## src/rtl/bp_me_pkg.sv

```systemverilog
// rtl/bp_me_pkg.sv - processor configurations and DRAM hash field derivations shared by encode/decode
package bp_me_pkg;

    typedef enum logic [0:0] {
        e_bp_default_cfg,
        e_bp_unicore_cfg
    } bp_params_e;

    typedef struct packed {
        int num_cce;
        int l2_slices;
        int l2_banks;
        int l2_sets;
        int l2_block_width;
        int daddr_width;
        int paddr_width;
        int l2_data_width;
    } bp_proc_param_s;

    function automatic bp_proc_param_s bp_get_cfg(input bp_params_e p);
        bp_proc_param_s c;
        c.num_cce        = 2;
        c.l2_slices      = 2;
        c.l2_banks       = 2;
        c.l2_sets        = 64;
        c.l2_block_width = 512;
        c.daddr_width    = 32;
        c.paddr_width    = 40;
        c.l2_data_width  = 64;
        if (p == e_bp_unicore_cfg) begin
            c.num_cce   = 1;
            c.l2_slices = 1;
            c.l2_banks  = 1;
        end
        return c;
    endfunction

    // A field that selects among a single item occupies no address bits.
    function automatic int lg_or_zero(input int n);
        return (n <= 1) ? 0 : $clog2(n);
    endfunction

    function automatic int bp_block_w(input bp_proc_param_s c);
        return lg_or_zero(c.l2_block_width / 8);
    endfunction

    function automatic int bp_set_w(input bp_proc_param_s c);
        return lg_or_zero(c.l2_sets);
    endfunction

    function automatic int bp_cce_w(input bp_proc_param_s c);
        return lg_or_zero(c.num_cce);
    endfunction

    function automatic int bp_slice_w(input bp_proc_param_s c);
        return lg_or_zero(c.l2_slices);
    endfunction

    function automatic int bp_bank_w(input bp_proc_param_s c);
        return lg_or_zero(c.l2_banks);
    endfunction

    function automatic int bp_tag_w(input bp_proc_param_s c);
        return c.daddr_width - bp_block_w(c) - bp_set_w(c) - bp_cce_w(c)
               - bp_slice_w(c) - bp_bank_w(c);
    endfunction

    // Encoded (DRAM) layout, LSB first: block, set, cce, slice, bank, tag.
    function automatic int bp_enc_slice_off(input bp_proc_param_s c);
        return bp_block_w(c) + bp_set_w(c) + bp_cce_w(c);
    endfunction

    function automatic int bp_enc_bank_off(input bp_proc_param_s c);
        return bp_enc_slice_off(c) + bp_slice_w(c);
    endfunction

    // Physical layout, LSB first: block, cce, slice, bank, set, tag.
    // Returns the encoded bit position feeding physical bit i.
    function automatic int bp_dram_src_bit(input bp_proc_param_s c, input int i);
        int bw, sw, cw, lw, kw;
        bw = bp_block_w(c);
        sw = bp_set_w(c);
        cw = bp_cce_w(c);
        lw = bp_slice_w(c);
        kw = bp_bank_w(c);
        if (i < bw)                     return i;
        if (i < bw + cw)                return i + sw;
        if (i < bw + cw + lw)           return i + sw;
        if (i < bw + cw + lw + kw)      return i + sw;
        if (i < bw + cw + lw + kw + sw) return i - (cw + lw + kw);
        return i;
    endfunction

endpackage

```

## src/rtl/bp_me_dram_hash_unswizzle.sv

```systemverilog
// rtl/bp_me_dram_hash_unswizzle.sv - combinational DRAM-to-physical address field reorder
module bp_me_dram_hash_unswizzle
    import bp_me_pkg::*;
#(
    parameter bp_params_e bp_params_p = e_bp_default_cfg,
    localparam bp_proc_param_s cfg_lp = bp_get_cfg(bp_params_p),
    localparam int daddr_width_p = cfg_lp.daddr_width,
    localparam int paddr_width_p = cfg_lp.paddr_width
) (
    input  logic [daddr_width_p-1:0] daddr_i,
    output logic [paddr_width_p-1:0] paddr_o
);

    always_comb begin
        paddr_o = '0;
        for (int i = 0; i < daddr_width_p; i++) begin
            paddr_o[i] = daddr_i[bp_dram_src_bit(cfg_lp, i)];
        end
    end

endmodule

```

## src/rtl/bp_me_dram_hash_decode.sv

```systemverilog
// rtl/bp_me_dram_hash_decode.sv - unswizzle hashed DRAM addresses into a 2-entry response FIFO
module bp_me_dram_hash_decode
    import bp_me_pkg::*;
#(
    parameter bp_params_e bp_params_p = e_bp_default_cfg,
    localparam bp_proc_param_s cfg_lp = bp_get_cfg(bp_params_p),
    localparam int daddr_width_p   = cfg_lp.daddr_width,
    localparam int paddr_width_p   = cfg_lp.paddr_width,
    localparam int l2_data_width_p = cfg_lp.l2_data_width,
    localparam int slice_id_w_lp   = (bp_slice_w(cfg_lp) > 0) ? bp_slice_w(cfg_lp) : 1,
    localparam int bank_id_w_lp    = (bp_bank_w(cfg_lp) > 0) ? bp_bank_w(cfg_lp) : 1
) (
    input  logic                       clk_i,
    input  logic                       reset_n_i,
    input  logic                       v_i,
    output logic                       ready_and_o,
    input  logic [daddr_width_p-1:0]   daddr_i,
    input  logic [slice_id_w_lp-1:0]   slice_i,
    input  logic [bank_id_w_lp-1:0]    bank_i,
    input  logic [l2_data_width_p-1:0] data_i,
    output logic                       v_o,
    input  logic                       ready_and_i,
    output logic [paddr_width_p-1:0]   paddr_o,
    output logic [l2_data_width_p-1:0] data_o,
    output logic                       error_o
);

    localparam int slice_off_lp = bp_enc_slice_off(cfg_lp);
    localparam int bank_off_lp  = bp_enc_bank_off(cfg_lp);

    logic [paddr_width_p-1:0]   paddr_dec;
    logic                       enq, deq, mismatch;
    logic [1:0]                 count_q, count_d;
    logic                       wptr_q, wptr_d, rptr_q, rptr_d;
    logic                       error_q, error_d;
    logic [paddr_width_p-1:0]   paddr_mem_q [2];
    logic [paddr_width_p-1:0]   paddr_mem_d [2];
    logic [l2_data_width_p-1:0] data_mem_q  [2];
    logic [l2_data_width_p-1:0] data_mem_d  [2];

    bp_me_dram_hash_unswizzle #(
        .bp_params_p(bp_params_p)
    ) u_unswizzle (
        .daddr_i(daddr_i),
        .paddr_o(paddr_dec)
    );

    // Only fields that actually exist in the address can disagree with the sideband ids.
    always_comb begin
        mismatch = 1'b0;
        if (cfg_lp.l2_slices > 1) begin
            for (int k = 0; k < slice_id_w_lp; k++) begin
                if (daddr_i[slice_off_lp + k] != slice_i[k]) mismatch = 1'b1;
            end
        end
        if (cfg_lp.l2_banks > 1) begin
            for (int k = 0; k < bank_id_w_lp; k++) begin
                if (daddr_i[bank_off_lp + k] != bank_i[k]) mismatch = 1'b1;
            end
        end
    end

    assign ready_and_o = (count_q != 2'd2);
    assign v_o         = (count_q != 2'd0);
    assign paddr_o     = paddr_mem_q[rptr_q];
    assign data_o      = data_mem_q[rptr_q];
    assign error_o     = error_q;

    always_comb begin
        enq         = v_i & ready_and_o;
        deq         = v_o & ready_and_i;
        count_d     = count_q + {1'b0, enq} - {1'b0, deq};
        wptr_d      = wptr_q ^ enq;
        rptr_d      = rptr_q ^ deq;
        error_d     = error_q | (enq & mismatch);
        paddr_mem_d = paddr_mem_q;
        data_mem_d  = data_mem_q;
        if (enq) begin
            paddr_mem_d[wptr_q] = paddr_dec;
            data_mem_d[wptr_q]  = data_i;
        end
    end

    always_ff @(posedge clk_i or negedge reset_n_i) begin
        if (!reset_n_i) begin
            count_q <= 2'd0;
            wptr_q  <= 1'b0;
            rptr_q  <= 1'b0;
            error_q <= 1'b0;
        end else begin
            count_q <= count_d;
            wptr_q  <= wptr_d;
            rptr_q  <= rptr_d;
            error_q <= error_d;
        end
    end

    // Payload storage is qualified by count, so it carries no reset.
    always_ff @(posedge clk_i) begin
        paddr_mem_q <= paddr_mem_d;
        data_mem_q  <= data_mem_d;
    end

endmodule

```

## config.mk

```make
export PLATFORM = sky130hd
export DESIGN_NAME = bp_me_dram_hash_decode
export DESIGN_NICKNAME = d
export VERILOG_FILES = /design/src/rtl/bp_me_pkg.sv /design/src/rtl/bp_me_dram_hash_unswizzle.sv /design/src/rtl/bp_me_dram_hash_decode.sv
export SDC_FILE = /design/constraint.sdc
export NUM_CORES = 1
export LEC_CHECK = 0
export ABC_AREA = 1
export ABC_CLOCK_PERIOD_IN_PS = 3600
export BUFFER_PORTS_ARGS = -buffer_cell sky130_fd_sc_hd__buf_2
export CAP_MARGIN = 20
export CORE_AREA = 5 5 113 169
export DETAILED_ROUTE_END_ITERATION = 12
export DIE_AREA = 0 0 118 174
export PLACE_DENSITY = 0.75
export SYNTH_ARGS = -nofsm -noshare
export SYNTH_HDL_FRONTEND = slang
export SYNTH_HIERARCHICAL = 1
export SYNTH_SLANG_ARGS = --single-unit
```

## constraint.sdc

```tcl
create_clock -name clk_i -period 3.6 [get_ports clk_i]
set_input_delay 0 -clock clk_i [delete_from_list [all_inputs] [get_ports clk_i]]
set_output_delay 0 -clock clk_i [all_outputs]
set_load 0.05 [all_outputs]
```

==> impl_results.md <==
- Fin. max-slew vios: 0
- Crit path to: paddr_o[17]
- Maximum fanout along the worst path: 66
- Row count: 60
- I/O Buffers: 208
- Met2 Use GR: 30.7%
- Initial antenna violation count: 3
- Gr busiest metal: met2
- Routed wire length: 17500 um
- Static leakage: 4.68 nW
- Setup Crit Path Kind: flop to primary output
- Gpl congestion: around 0.75
- Syn_area_per_cell: between 10 and 15 um2
- Final ANT Viol Nets: 0
- GRT Total Usage: between 15 and 20%
- Worst hold stages: 4
- CTS Sinks: 213
- Largest family of logic cells by synthesized area: simple AND/OR/NAND/NOR gates
- Synth Cell Area: 0.00820 mm2
- Worst Setup SP: rptr_q$_DFF_PN0_
- First-pass GRT wire length: 27600 um
- Crit. End Element: primary output
- Syn Inst Count: 625
- Area Overhead vs Synth: 31.6%
- Clk pin slew, worst setup/hold paths: 60 ps
- Pwr/cell area: 932 mW/mm2
- Initial drt markers: around 230
- Share of layout cells above drive strength 1: 27.0%
- Core area: 0.0176 mm2
- Drt pass-1 iters: 4
- Die Y: 174 um
- Worst vdd ir: 865 uV
- Grt ovf: 0
- Cell count after placement: 999
- CTS root buf: clkbuf_16
- Post_cts resized: 0
- # Max-Cap Violations: 0
- Fin. Hold Viols: 0
- Synth Warn #: 6
- Global routing met1 resource utilization: 17.9%
- CTS Buffer Depth: 3
- Die Wd: around 120 um
- Worst skew pair latency: 470 ps
- Critical Path AT: 2410 ps
- DR vias: 5271
- Fmax achieved: 414 MHz
- Worst EP required: 3600 ps
- DR vias/cell: 4.64
- Sequential-to-total area share from yosys stat: between 70 and 80%
- Largest net degree at the start of global routing: 106
- Nature of the critical path startpoint: flop
- Effective utilization at floorplan: between 40% and 50%
- Clock buffer count from CTS: 19
- Post-layout power: approximately 10 mW
- H-tree levels: 1
- Register-to-Register Setup Slack: 1260 ps
- DIE AREA: 0.0205 mm2
- WL/cell: 15.4 um
- GR Util met3: between 4 and 5%
- RSZ-0062 raised after global routing: false
- Hold Path Class: primary input to flop
- Worst Skew: 7.53 ps
- Synth cell types: 13
- Setup-failing EPs final: 0
- I/O Pins: 209
- Mux share of post-synthesis cell area: 0%
- Pre-CTS WS: 1270 ps
- Final setup margin: 1190 ps
- RR Startpoint: count_q[1]$_DFF_PN0_
- Most frequent cells in the layout: nand2_1 (327), edfxtp_1 (208), buf_2 (208)
- Max_slew headroom: 44.1%
- Slew @ Worst Pin: 830 ps
- Seq cells post-synth: 213
- Xor and xnor fraction of the mapped netlist area: 0.320%
- Status: complete, no violations
- Fin cells: ~1100
- Nets: 1011
- Adder-cell area share of the yosys netlist: 0.610%
- Hold_sp: v_i
- Synth Area in Compound Gates: 0.0915%
- Vias in the first global route: 5511
- TritonCTS clock tree: yes
- Minimum clock period: 2410 ps
- DRC: 0
- DP Wirelength: between 10000 and 15000 um
- Post-Synth Simple-Gate Area: approximately 15%
- Cells on worst reg2reg path: 3
- Final worst path period share: 67.0%
- Most common cell after layout, fill and taps aside: nand2_1
- R2r endpoint: data_mem_q[5]$_DFFE_PP_
-- sequential cells by signal, summed over array words and instances, names as in the netlist --
| name | cells |
|---|---|
| count_q | 2 |
| paddr_mem_q | 80 |
| wptr_q | 1 |
| data_mem_q | 128 |
| rptr_q | 1 |
| error_o | 1 |
-- layout make-up --
type / instances / area (um2)
diodes: 3 / 7.51
clock buffers: 23 / 510
clock inverters: 9 / 71.3
fillers: 1307 / 6770
inverters: 13 / 51.3
multi-input cells: 343 / 1370
flip-flops and latches: 213 / 6370
well taps: 217 / 272
repair buffers: 315 / 2140
-- layer usage --
layer / wire (um) / share of wire, % / vias to the layer above
met5: 0 / 0 / -
met4: 552 / 3.2 / 0
met3: 1030 / 5.9 / 43
met2: 9410 / 54 / 164
met1: 6510 / 37 / 2479
li1: - / - / 2585
-- critical path, cell delays in order, from the launching register on --
cell	delay, ps
dfrtp_4	690
inv_4	440
buf_16	330
nand2_1	80
nand2_1	100
buf_2	270
-- how the worst min path moves through the flow --
stage | to | slack (ps)
finish | error_o$_DFF_PN0_ | 80
global route | error_o$_DFF_PN0_ | 100
CTS | error_o$_DFF_PN0_ | 60
detailed placement | wptr_q$_DFF_PN0_ | -180
global placement | wptr_q$_DFF_PN0_ | -180
floorplan | count_q[0]$_DFF_PN0_ | -300
-- power breakdown --
group / leakage (nW) / switching, mW / internal [mW]
combinational: 2.40 / 3.63 / 0.941
sequential: 1.99 / 0.218 / 3.38
clock: 0.290 / 0.811 / 1.08
-- stage by stage --
stage               util, %  setup TNS, ps  cell area [um2]  hold slack [ps]
finish                 61.5              0            10800             77.6
global route           61.5              0            10800             97.8
CTS                    61.3              0            10800             60.9
detailed placement     52.2              0             9170             -176
global placement       52.2              0             9170             -179
floorplan                 -         -39470             8230             -296
-- cell usage after synthesis --
| cell | n | area share, % |
|---|---|---|
| a21boi_0 | 1 | 0.092 |
| buf_2 | 13 | 0.79 |
| buf_4 | 43 | 3.9 |
| buf_6 | 7 | 0.96 |
| conb_1 | 1 | 0.046 |
| dfrtp_1 | 5 | 1.5 |
| edfxtp_1 | 208 | 76 |
| ha_1 | 4 | 0.61 |
| inv_1 | 12 | 0.55 |
| inv_4 | 1 | 0.076 |
| nand2_1 | 327 | 15 |
| xnor2_1 | 1 | 0.11 |
| xor2_1 | 2 | 0.21 |
-- cells by family after synthesis --
| kind of cell | Yosys count |
|---|---|
| adders and majority gates | 4 |
| buffers and inverters | 76 |
| xor gates and xnor gates | 3 |
| and+or+nand+nor | 327 |
| AOI/OAI and AO/OA | 1 |
| DFF | 213 |
| other | 1 |
-- repair_timing --
action,in CTS,in global routing
setup buffers,0,0
endpoints found under the hold margin,199,0
hold buffers,101,0
Note: power is estimated with default switching activity, not from simulation.
